## config.mk

```make
export PLATFORM = sky130hd
export DESIGN_NAME = dcm_spi_sched
export DESIGN_NICKNAME = d
export VERILOG_FILES = /design/src/rtl/dcm_spi_pkg.sv /design/src/rtl/dcm_rr_arbiter.sv /design/src/rtl/dcm_spi_sched.sv
export SDC_FILE = /design/constraint.sdc
export NUM_CORES = 1
export LEC_CHECK = 0
export ABC_AREA = 0
export BUFFER_PORTS_ARGS = -buffer_cell sky130_fd_sc_hd__buf_2
export CAP_MARGIN = 20
export CORE_MARGIN = 10
export CORE_UTILIZATION = 60
export CTS_BUF_LIST = sky130_fd_sc_hd__clkbuf_4
export DETAILED_ROUTE_END_ITERATION = 16
export GPL_ROUTABILITY_DRIVEN = 0
export GPL_TIMING_DRIVEN = 0
export PLACE_DENSITY = 0.95
export SLEW_MARGIN = 40
export SYNTH_ARGS = -nofsm -noshare
export SYNTH_HDL_FRONTEND = slang
export SYNTH_SLANG_ARGS = --single-unit
```

## constraint.sdc

```tcl
create_clock -name clk -period 6.6 [get_ports clk]
set_clock_uncertainty 0.1 [all_clocks]
set_input_delay 0.99 -clock clk [delete_from_list [all_inputs] [get_ports clk]]
set_output_delay 0.99 -clock clk [all_outputs]
set_load 0.005 [all_outputs]
```

## src/rtl/dcm_spi_pkg.sv

```systemverilog
// Shared types and width helpers for the dcmctrl SPI scheduler.
package dcm_spi_pkg;

    typedef enum logic [1:0] {
        IDLE,
        SETUP,
        SHIFT,
        GAP
    } state_t;

    // Counter width able to hold 0..n inclusive.
    function automatic int cnt_w(input int n);
        return $clog2(n + 1);
    endfunction

    // Requester index width, never narrower than one bit.
    function automatic int id_w(input int n);
        return (n > 1) ? $clog2(n) : 1;
    endfunction

endpackage

```

## src/rtl/dcm_rr_arbiter.sv

```systemverilog
// Round-robin grant: first requester after ptr, wrapping, gated by en.
module dcm_rr_arbiter
    import dcm_spi_pkg::*;
#(
    parameter int N_REQ = 2
) (
    input  logic [N_REQ-1:0]         req,
    input  logic [id_w(N_REQ)-1:0]   ptr,
    input  logic                     en,
    output logic [N_REQ-1:0]         grant,
    output logic [id_w(N_REQ)-1:0]   idx
);

    localparam int IW = id_w(N_REQ);

    logic [IW-1:0] cand;
    logic          found;

    always_comb begin
        grant = '0;
        idx   = '0;
        cand  = '0;
        found = 1'b0;
        for (int k = 1; k <= N_REQ; k++) begin
            cand = IW'((int'(ptr) + k) % N_REQ);
            if (en && !found && req[cand]) begin
                found       = 1'b1;
                grant[cand] = 1'b1;
                idx         = cand;
            end
        end
    end

endmodule

```

## src/rtl/dcm_spi_sched.sv

```systemverilog
// SPI mode-0 master shared round-robin between N_REQ frame requesters.
module dcm_spi_sched
    import dcm_spi_pkg::*;
#(
    parameter int N_REQ   = 2,
    parameter int N_BYTES = 3,
    parameter int CLK_DIV = 2
) (
    input  logic                         clk,
    input  logic                         reset,
    input  logic [N_REQ-1:0]             req_valid,
    output logic [N_REQ-1:0]             req_ready,
    input  logic [N_REQ*8*N_BYTES-1:0]   req_data,
    output logic                         rsp_valid,
    output logic [id_w(N_REQ)-1:0]       rsp_id,
    output logic [8*N_BYTES-1:0]         rsp_data,
    output logic                         spi_ss,
    output logic                         spi_clk,
    output logic                         spi_mosi,
    input  logic                         spi_miso
);

    localparam int B  = 8 * N_BYTES;
    localparam int IW = id_w(N_REQ);
    localparam int DW = cnt_w(CLK_DIV);
    localparam int BW = cnt_w(B);
    localparam logic [DW-1:0] DIV_LAST = DW'(CLK_DIV - 1);
    localparam logic [BW-1:0] BIT_LAST = BW'(B - 1);

    state_t state, state_n;

    logic [DW-1:0]    div_cnt, div_n;
    logic [BW-1:0]    bit_cnt, bit_n;
    logic [B-1:0]     tx, tx_n, rx, rx_n, frame, rsp_data_n;
    logic [IW-1:0]    ptr, ptr_n, id, id_n, gnt_idx, rsp_id_n;
    logic [N_REQ-1:0] gnt;
    logic             hs, div_last, bit_last, hi_end, lo_end;
    logic             ss_n, sclk_n, mosi_n, rsp_valid_n;

    dcm_rr_arbiter #(
        .N_REQ (N_REQ)
    ) u_arb (
        .req   (req_valid),
        .ptr   (ptr),
        .en    (state == IDLE),
        .grant (gnt),
        .idx   (gnt_idx)
    );

    assign req_ready = gnt;
    assign hs        = |gnt;
    assign frame     = req_data[int'(gnt_idx)*B +: B];
    assign div_last  = (div_cnt == DIV_LAST);
    assign bit_last  = (bit_cnt == BIT_LAST);
    assign hi_end    = (state == SHIFT) && spi_clk && div_last;
    assign lo_end    = (state == SHIFT) && !spi_clk && div_last;

    always_ff @(posedge clk or posedge reset) begin
        if (reset) state <= IDLE;
        else       state <= state_n;
    end

    always_comb begin
        state_n = state;
        unique case (state)
            IDLE:  if (hs) state_n = SETUP;
            SETUP: if (div_last) state_n = SHIFT;
            SHIFT: if (lo_end && bit_last) state_n = GAP;
            GAP:   if (div_last) state_n = IDLE;
        endcase
    end

    always_comb begin
        div_n       = (state == IDLE || div_last) ? '0 : div_cnt + 1'b1;
        bit_n       = bit_cnt;
        tx_n        = tx;
        rx_n        = rx;
        ptr_n       = ptr;
        id_n        = id;
        ss_n        = spi_ss;
        sclk_n      = spi_clk;
        mosi_n      = spi_mosi;
        rsp_valid_n = 1'b0;
        rsp_id_n    = rsp_id;
        rsp_data_n  = rsp_data;
        unique case (state)
            IDLE: begin
                if (hs) begin
                    tx_n   = frame;
                    id_n   = gnt_idx;
                    ptr_n  = gnt_idx;
                    bit_n  = '0;
                    ss_n   = 1'b0;
                    mosi_n = frame[B-1];
                end
            end
            SETUP: begin
                if (div_last) sclk_n = 1'b1;
            end
            SHIFT: begin
                if (hi_end) begin
                    sclk_n = 1'b0;
                    rx_n   = {rx[B-2:0], spi_miso};
                    // Last bit keeps mosi stable through its low half.
                    if (!bit_last) begin
                        tx_n   = {tx[B-2:0], 1'b0};
                        mosi_n = tx[B-2];
                    end
                end else if (lo_end) begin
                    if (bit_last) begin
                        ss_n        = 1'b1;
                        mosi_n      = 1'b0;
                        rsp_valid_n = 1'b1;
                        rsp_id_n    = id;
                        rsp_data_n  = rx;
                    end else begin
                        sclk_n = 1'b1;
                        bit_n  = bit_cnt + 1'b1;
                    end
                end
            end
            GAP: ;
        endcase
    end

    always_ff @(posedge clk or posedge reset) begin
        if (reset) begin
            div_cnt   <= '0;
            bit_cnt   <= '0;
            tx        <= '0;
            rx        <= '0;
            ptr       <= IW'(N_REQ - 1);
            id        <= '0;
            spi_ss    <= 1'b1;
            spi_clk   <= 1'b0;
            spi_mosi  <= 1'b0;
            rsp_valid <= 1'b0;
            rsp_id    <= '0;
            rsp_data  <= '0;
        end else begin
            div_cnt   <= div_n;
            bit_cnt   <= bit_n;
            tx        <= tx_n;
            rx        <= rx_n;
            ptr       <= ptr_n;
            id        <= id_n;
            spi_ss    <= ss_n;
            spi_clk   <= sclk_n;
            spi_mosi  <= mosi_n;
            rsp_valid <= rsp_valid_n;
            rsp_id    <= rsp_id_n;
            rsp_data  <= rsp_data_n;
        end
    end

endmodule

```

---- Yosys cells after proc, flatten, opt, wreduce, memory -nomap -nowiden ----
Index checks and enable logic that the tools add are counted.
word-level totals
  bits in registers ....................... 87
  bits in latches ......................... 0
  memory bits (writable) .................. 0
  bits in read-only memories .............. 0
  bits of input ports ..................... 53
  word-level logic and storage cells ...... 117
  memories kept ........................... 0
cells by class
  add/subtract/negate cells ............... 4
  multiply operators ...................... 1
  divide/modulo/power cells ............... 0
  magnitude comparators ................... 4
  equal/unequal tests ..................... 18
  shifts and indexed selects .............. 1
  multiplexer cells ....................... 48
  bitwise operators ....................... 2
  reductions and logical operators ........ 26
operators with widths
  cell                   number
  $mux W23               3
  $shiftx A48 B7 Y24     1
  $pmux W23 S2           1
  $mux W1                26
  $mux W5                4
  $ne A2 B2 Y1 const B   8
  $reduce_and A4 Y1      4
  $reduce_and A5 Y1      3
  $mux W2                7
  $ne A3 B3 Y1 const B   4
  $logic_and A1 B1 Y1    10
  $pmux W5 S2            1
  $pmux W2 S4            1
  $pmux W1 S2            3
  $add A5 B1 Y5 const B  1
  $eq A5 B5 Y1 const B   1
  $eq A2 B1 Y1 const B   2
  $eq A2 B2 Y1 const B   2
  $lt A1 B2 Y1 const B   2
  $reduce_and A2 Y1      2
  $reduce_bool A2 Y1     2
  $mul A1 B2 Y3 const B  1
  $add A1 B1 Y1 const B  2
  $add A2 B1 Y2 const B  1
  other kinds (9)        12

---- Depth between registers and ports, before layout ----
Gate-level depths: netlist (run 1).
  depth after elaboration ................. 13
  gate-level depth with buffers ........... 10

---- Hierarchy ----
From an unflattened synthesis (run 1), not the netlist that was laid out.
unflattened totals
  cell total of the unflattened synthesis .. 322
  area total of the unflattened synthesis .. 4,156.5 um^2
by module, submodules not included
  module          times used  cells each  area each (um^2)  seq. area each (um^2)
  dcm_spi_sched   1           316         4,130.2           2,179.6
  dcm_rr_arbiter  1           6           26.3              0.0

---- Worst setup path before layout (run 1) ----
Ideal clock, no wire load.
  kind .................................... input -> output
  start point ............................. input req_valid[1]
  end point ............................... output req_ready[1]
  arrival time ............................ 1.635 ns
  path slack .............................. 3.875 ns
  stages on the path ...................... 5
  cell sequence ........................... and2_1 > buf_2 > and2_4 > buf_6 > buf_4
on the way
  longest elaborated chain between the ends .. 8
  elaborated cells on any way between the ends .. 12
  those cells by class .................... mux (7); bitwise (1); reduce/logical (4)
RTL lines
  what                                         RTL line              RTL
  start, declared                              dcm_spi_sched.sv:11   input logic [N_REQ-1:0] req_valid,
  $mux W1 (implied by the code) (2 in series)  dcm_rr_arbiter.sv:26  if (en && !found && req[cand]) begin
  $logic_and A1 B1 Y1                          dcm_rr_arbiter.sv:26
  $mux W1                                      dcm_rr_arbiter.sv:26
  $logic_not A1 Y1                             dcm_rr_arbiter.sv:26
  $logic_and A1 B1 Y1 (2 in series)            dcm_rr_arbiter.sv:26
  $mux W2 (*)                                  dcm_rr_arbiter.sv:26
  end, declared                                dcm_spi_sched.sv:12   output logic [N_REQ-1:0] req_ready,
Mark *: on every way between the ends. The rest lies on a longest branch, timed or not. The select of a mux whose other input is x is not followed.

---- Worst setup path after layout (run 1) ----
  start point ............................. register state[0]
  end point ............................... output req_ready[1]
on the way
  longest elaborated chain between the ends .. 7
  elaborated cells on any way between the ends .. 9
  those cells by class .................... mux (3); bitwise (1); reduce/logical (5)
RTL lines
  what                               RTL line              RTL
  start, declared                    dcm_spi_sched.sv:30   state_t state, state_n;
  start signal, assigned             dcm_spi_sched.sv:60   else state <= state_n;
  $logic_not A2 Y1 (*)               dcm_spi_sched.sv:45   .en (state == IDLE),
  $logic_and A1 B1 Y1                dcm_rr_arbiter.sv:26
  $mux W1                            dcm_rr_arbiter.sv:26
  $logic_not A1 Y1                   dcm_rr_arbiter.sv:26
  $logic_and A1 B1 Y1 (2 in series)  dcm_rr_arbiter.sv:26
  $mux W2 (*)                        dcm_rr_arbiter.sv:26
Mark *: on every way between the ends. The rest lies on a longest branch, timed or not.

==> results of run 1 <==
## metrics by stage
step	utilization, %	worst slack (ns)	power [mW]	area, µm²
finish	73.10	3.206	1.928	5049
global route	73.10	3.057	2.034	5049
CTS	72.99	3.214	1.923	5041
detailed placement	70.91	3.545	1.606	4897
global placement	70.43	2.374	1.550	4865
floorplan	-	3.263	1.417	4329
## worst max-delay path by stage
stage / from / endpoint / slack (ns) / depth (start not counted)
floorplan: reset / bit_cnt[0]$_DFFE_PP0P_ / 3.26 / 1
global placement: reset / rsp_data[10]$_DFFE_PP0P_ / 2.37 / 2
detailed placement: req_valid[1] / req_ready[1] / 3.55 / 7
CTS: state[0]$_DFFE_PP0P_ / req_ready[1] / 3.21 / 8
global route: state[0]$_DFFE_PP0P_ / req_ready[1] / 3.06 / 8
finish: state[0]$_DFFE_PP0P_ / req_ready[1] / 3.21 / 8
## final cells by class
type	count	area, µm²	share of cell area [%]
flip-flops and latches	87	2180	43.17
well taps	96	120.1	2.379
clock inverters	6	68.82	1.363
repair buffers	84	442.9	8.773
plain buffers	27	175.2	3.470
clock buffers	10	75.07	1.487
inverters	30	117.6	2.330
diodes	3	7.507	0.1487
multi-input cells	208	1862	36.88
## cell usage after synthesis, types with 3 or more instances
master and number:
mux2_4 19, o311ai_0 23, nand4b_1 24, buf_2 6, clkbuf_1 13, buf_4 3
inv_1 30, a21oi_1 4, nand2_1 28, ha_1 8, dfrtp_1 85, buf_6 3
nor2_1 5, o21ai_0 7, nand3_1 3, mux2_2 56
## registers in the layout (all words and copies together), names as in the netlist
| register | count |
|---|---|
| bit_cnt | 5 |
| div_cnt | 2 |
| id | 1 |
| ptr | 1 |
| rsp_data | 24 |
| rsp_id | 1 |
| rsp_valid | 1 |
| rx | 24 |
| spi_clk | 1 |
| spi_mosi | 1 |
| spi_ss | 1 |
| state | 2 |
| tx | 23 |
## layer usage
layer / wire length [µm] / GRT usage (%) / share of wire (%)
met5: 0 / 0 / 0
met4: 299 / 10.98 / 3.0
met2: 5272 / 30.29 / 52
met3: 518 / 3.747 / 5.1
met1: 3973 / 20.89 / 39
## worst register-to-register path: cells and delay by family (launching register included)
family	cells	cell delay (ns)
compound gates	1	0.11
fa+ha+maj	1	0.32
buf+inv	3	0.44
flops	1	0.45
mux	1	0.30
simple gates	2	0.60
## power by group through the flow
| stage | Clock [mW] | Combinational (mW) | Sequential [mW] |
|---|---|---|---|
| 2_1_floorplan | 0 | 0.701 | 0.716 |
| 3_3_place_gp | 0 | 0.820 | 0.731 |
| 3_5_place_dp | 0 | 0.864 | 0.742 |
| 4_1_cts | 0.318 | 0.874 | 0.731 |
| 5_1_grt | 0.339 | 0.950 | 0.745 |
| 6_report | 0.313 | 0.881 | 0.734 |
## cell usage in the layout, fill, tap and decap left out, types with 2 or more instances in the layout
cell type,n
a21oi_1,4
a22o_1,2
a31oi_1,2
and3_1,2
buf_12,2
buf_2,89
buf_4,3
buf_6,3
clkbuf_1,13
clkbuf_4,10
clkinv_2,2
dfrtp_1,85
dfstp_2,2
diode_2,3
ha_1,8
inv_1,29
inv_6,2
mux2_2,56
mux2_4,19
nand2_1,28
nand3_1,3
nand4_1,2
nand4b_1,24
nor2_1,5
nor3_1,2
o21ai_0,7
o311ai_0,23
o31ai_1,2
## cell families after synthesis
kind of cell             after synthesis  share of synthesized area (%)
multiplexers                          76                          21.39
flip-flops                            87                          50.35
AND/OR/NAND/NOR                       77                          10.95
AO/OA/AOI/OAI                         47                          8.352
buffers and inverters                 57                          6.647
adder cells (fa/ha/maj)                8                          2.312
==> results.ini, run 1 <==
[outcome]
status=complete, no violations

[placed_design]
hpwl_mm=7.358
dp.cells=532
port_buffers=83

[power]
p_sw_share_pct=35.37
p_int_mw=1.246
p_leak_nw=2.604
seq_power_share_pct=38.1
ir_drop_v=0.0001753
power.density_nw_per_um2=381.9
switchingPower_uw=681.8
power_frac_comb_pct=45.7
pwr-share-clk_pct=16.2

[setup_path]
worstRegToRegCells=8
path_cells=inv_1 -> ha_1 -> and2_1 -> buf_2 -> and2_4 -> buf_6 -> buf_4 -> buf_2
worstSetupEndpointType=primary output
required_ns=5.51
cpPeakStageDelay_ns=0.45
crit_family=buffers and inverters
path_common_cell=buf_2
r2r-end=tx[18]$_DFFE_PP0P_
worst-path-buf-inv=5
criticalPathCategory=reg -> out
crit_fanout=10
rr_startpoint=state[0]$_DFFE_PP0P_
reg2reg_slack_ns=4.17
cpMaxStageDelayCell=dfrtp_1
worst-endpoint-arrival_ns=2.30
start_kind=flip-flop

[yosys]
yosysWarnings=0
synth_top_cell_area_share_pct=49.13
ys_ff_latch=87
synth_cells=352
syn_avg_cell_area_um2=12.30
syn_nets=413
yosysSeqAreaShare_pct=50.35
synth_edf_count=0
synth_top_area_cell=dfrtp_1
synth_ff_type=dfrtp_1
synth_area_um2=4329
async_reset_ff_share_pct=100.0
synth_area_leaders=dfrtp_1 49%, mux2_2 15%, mux2_4 6.6%
ys_types=43

[grt]
grt_usage_pct=18.11
grt_pass1_vias=3396
grt_pass1_wl_mm=16.62
grt_max_degree=58
grt_overflow_total=0
antenna_found_initial=3

[route]
wl_per_cell_um=18.26
drtIter0Drc=215
vias_per_cell=5.835
drt-total-wl_mm=10.06
dr.pass1.iters=4
drc=0
ant_nets=0
vias=3215

[sta]
max-slew-margin-rel_pct=68.37
fin_crit_sh_pct=51.43
hold_slack_ns=0.3694
rsz0062_at_grt=no
finalSetupTns_ns=0
hold_viol_final=0
worst_pin_slew_ns=0.4745
drv_slew=0
period_minus_slack_ns=3.394
fmaxAchievable_mhz=294.6
setup-violations-final=0

[cts]
cts_num_sinks=87
cts-root-buf=clkbuf_4
cts.repair.resized=0
numCtsBuffers=9
cts_htree_levels=3
clockBufferDepth=2
postCtsSetupRepairBufs=0
cts_hold_buf=0
clock_latency_ns=0.45
path_clk_slew_ns=0.13
cts_tree=yes

[floorplan]
core_um2=6907
io_pins=84
dieArea_um2=11010
die_h_um=104.9
start_util_pct=62.68
rows=30
die_x_um=104.9

[worst_hold_path]
hold_start=div_cnt[0]$_DFF_PP0_
hold_depth=1
hold_class=reg -> reg
hold_end=div_cnt[0]$_DFF_PP0_

[cells_and_area]
fill_cells=468
final_cells=551
layout-drive-gt1-share_pct=43.36
nets=508
area_growth_pct=16.62

[flow_run]
drv_cap=0

Power figures use the tool's default switching activity.
==> inputs of run 2 (changes only) <==
CORE_UTILIZATION = 57   (was 60)
PLACE_DENSITY = 0.91   (was 0.95)
clock period = 3.2 ns   (was 6.6 ns; I/O delays follow)
==> run 2 against run 1 <==
  * Sequential share of layout area fell by 0.51 points
  * Sequential power rose by 110%
  * Setup slack got worse by 2.9 ns
  * Critical path depth did not move
  * Core utilization fell by 3.4 points
  * Final cell count rose by 0.36%
  * Critical endpoint unchanged
  * Largest power group unchanged
==> results.ini, run 2 (same netlist as run 1, synthesis figures left out) <==
[cts]
clockBufferDepth=2
cts_htree_levels=3
cts.repair.resized=0
postCtsSetupRepairBufs=0
cts_num_sinks=87
clock_latency_ns=0.45
numCtsBuffers=9
cts_tree=yes
path_clk_slew_ns=0.14
cts-root-buf=clkbuf_4

[sta]
period_minus_slack_ns=2.911
worst_pin_slew_ns=0.4754
setup-violations-final=0
hold_viol_final=0
fin_crit_sh_pct=90.96
rsz0062_at_grt=no
hold_slack_ns=0.1444
max-slew-margin-rel_pct=68.22
setup_ws_ns=0.2894
fmaxAchievable_mhz=343.6
drv_slew=0

[grt]
antenna_found_initial=1
grt_usage_pct=18.27
grt_pass1_wl_mm=16.91
grt_overflow_total=0
grt_max_degree=59
grt_pass1_vias=3343

[setup_path]
criticalPathCategory=reg -> out
required_ns=2.62
worstSetupEndpointType=primary output
crit_fanout=10
rr_startpoint=state[0]$_DFFE_PP0P_
start_kind=flip-flop
worst-endpoint-arrival_ns=2.33
startpoint=state[0]$_DFFE_PP0P_

[cells_and_area]
layout-drive-gt1-share_pct=43.27
final_common_cell=buf_2
area_growth_pct=18.01
reg.largest.list=rsp_data: 24 flops, rx: 24 flops, tx: 23 flops
final_cell_mix=89 x buf_2, 85 x dfrtp_1, 56 x mux2_2
final_cells=553
nets=509

[route]
ant_nets=0
drc=0
vias=3201
wl_per_cell_um=18.40
vias_per_cell=5.788
wl_met2_mm=5.482
maxUsedRoutingLayer=met4
wl_met1_mm=4.066
dr.pass1.iters=5
drt-total-wl_mm=10.18
drtIter0Drc=224
dr_wl_met3_um=453

[flow_run]
drv_cap=0

[floorplan]
die_x_um=107.2
dieArea_um2=11480
die_h_um=107.2
rows=31
io_pins=84
start_util_pct=59.05
core_um2=7331

[worst_hold_path]
hold_start=req_valid[0]
hold_class=in -> reg

[power]
p_leak_nw=2.628
power.density_nw_per_um2=810.1
ir_drop_v=0.0003423

[placed_design]
dp.cells=535
port_buffers=83
hpwl_mm=7.384
place_ws_ns=0.7788

[outcome]
status=complete, no violations

run 2: critical path, stage by stage (launching register included):
cell	delay (ns)
dfrtp_1	0.45
inv_1	0.16
ha_1	0.36
and2_1	0.17
buf_2	0.18
and2_4	0.16
buf_6	0.11
buf_4	0.16
buf_2	0.14
run 2: where the power goes:
group | leakage [nW] | internal, mW | total (mW) | switching [mW]
registers | 1.14 | 1.35 | 1.52 | 0.166
logic | 1.38 | 0.968 | 1.81 | 0.844
clock network | 0.103 | 0.408 | 0.810 | 0.402
run 2: final cells by class:
type | instances | area [µm²]
Fill cell | 538 | 2222
Multi-Input combinational cell | 208 | 1862
Clock buffer | 9 | 67.56
Clock inverter | 7 | 127.6
Sequential cell | 87 | 2180
Inverter | 30 | 117.6
Antenna cell | 1 | 2.502
Timing Repair Buffer | 85 | 452.9
Buffer | 27 | 175.2
Tap cell | 99 | 123.9
run 2: repair_timing:
action	CTS	global route
setup endpoints to repair	0	0
endpoints found under the hold margin	28	0
hold buffers	1	0
run 2: path summary, 6_finish.rpt:
path                                             end  slack, ns  depth (start not counted)
worst max-delay path                    req_ready[1]       0.29                          8
worst min-delay path                 ptr$_DFFE_PP1P_       0.14                          2
worst max register to register    tx[19]$_DFFE_PP0P_       0.73                          8
worst min register to register  div_cnt[0]$_DFF_PP0_       0.36                          1
max in group asynchronous            ptr$_DFFE_PP1P_       1.95                          4
min in group asynchronous         tx[17]$_DFFE_PP0P_       0.42                          3
run 2: through the flow:
step	utilization [%]	instance area, µm²	total power [mW]	setup TNS, ns
after global routing	69.69	5109	4.383	0
after detailed placement	66.85	4901	3.311	0
after floorplan	-	4329	2.922	0
after CTS	69.65	5106	4.131	0
final	69.69	5109	4.138	0
after global placement	66.41	4868	3.201	-42.93
run 2: layer usage:
layer  global-route usage, %  vias to the layer above
met3                   3.413                       16
li1                        -                     1466
met5                       0                        -
met1                   22.12                     1625
met4                   6.770                        0
met2                   31.54                       94
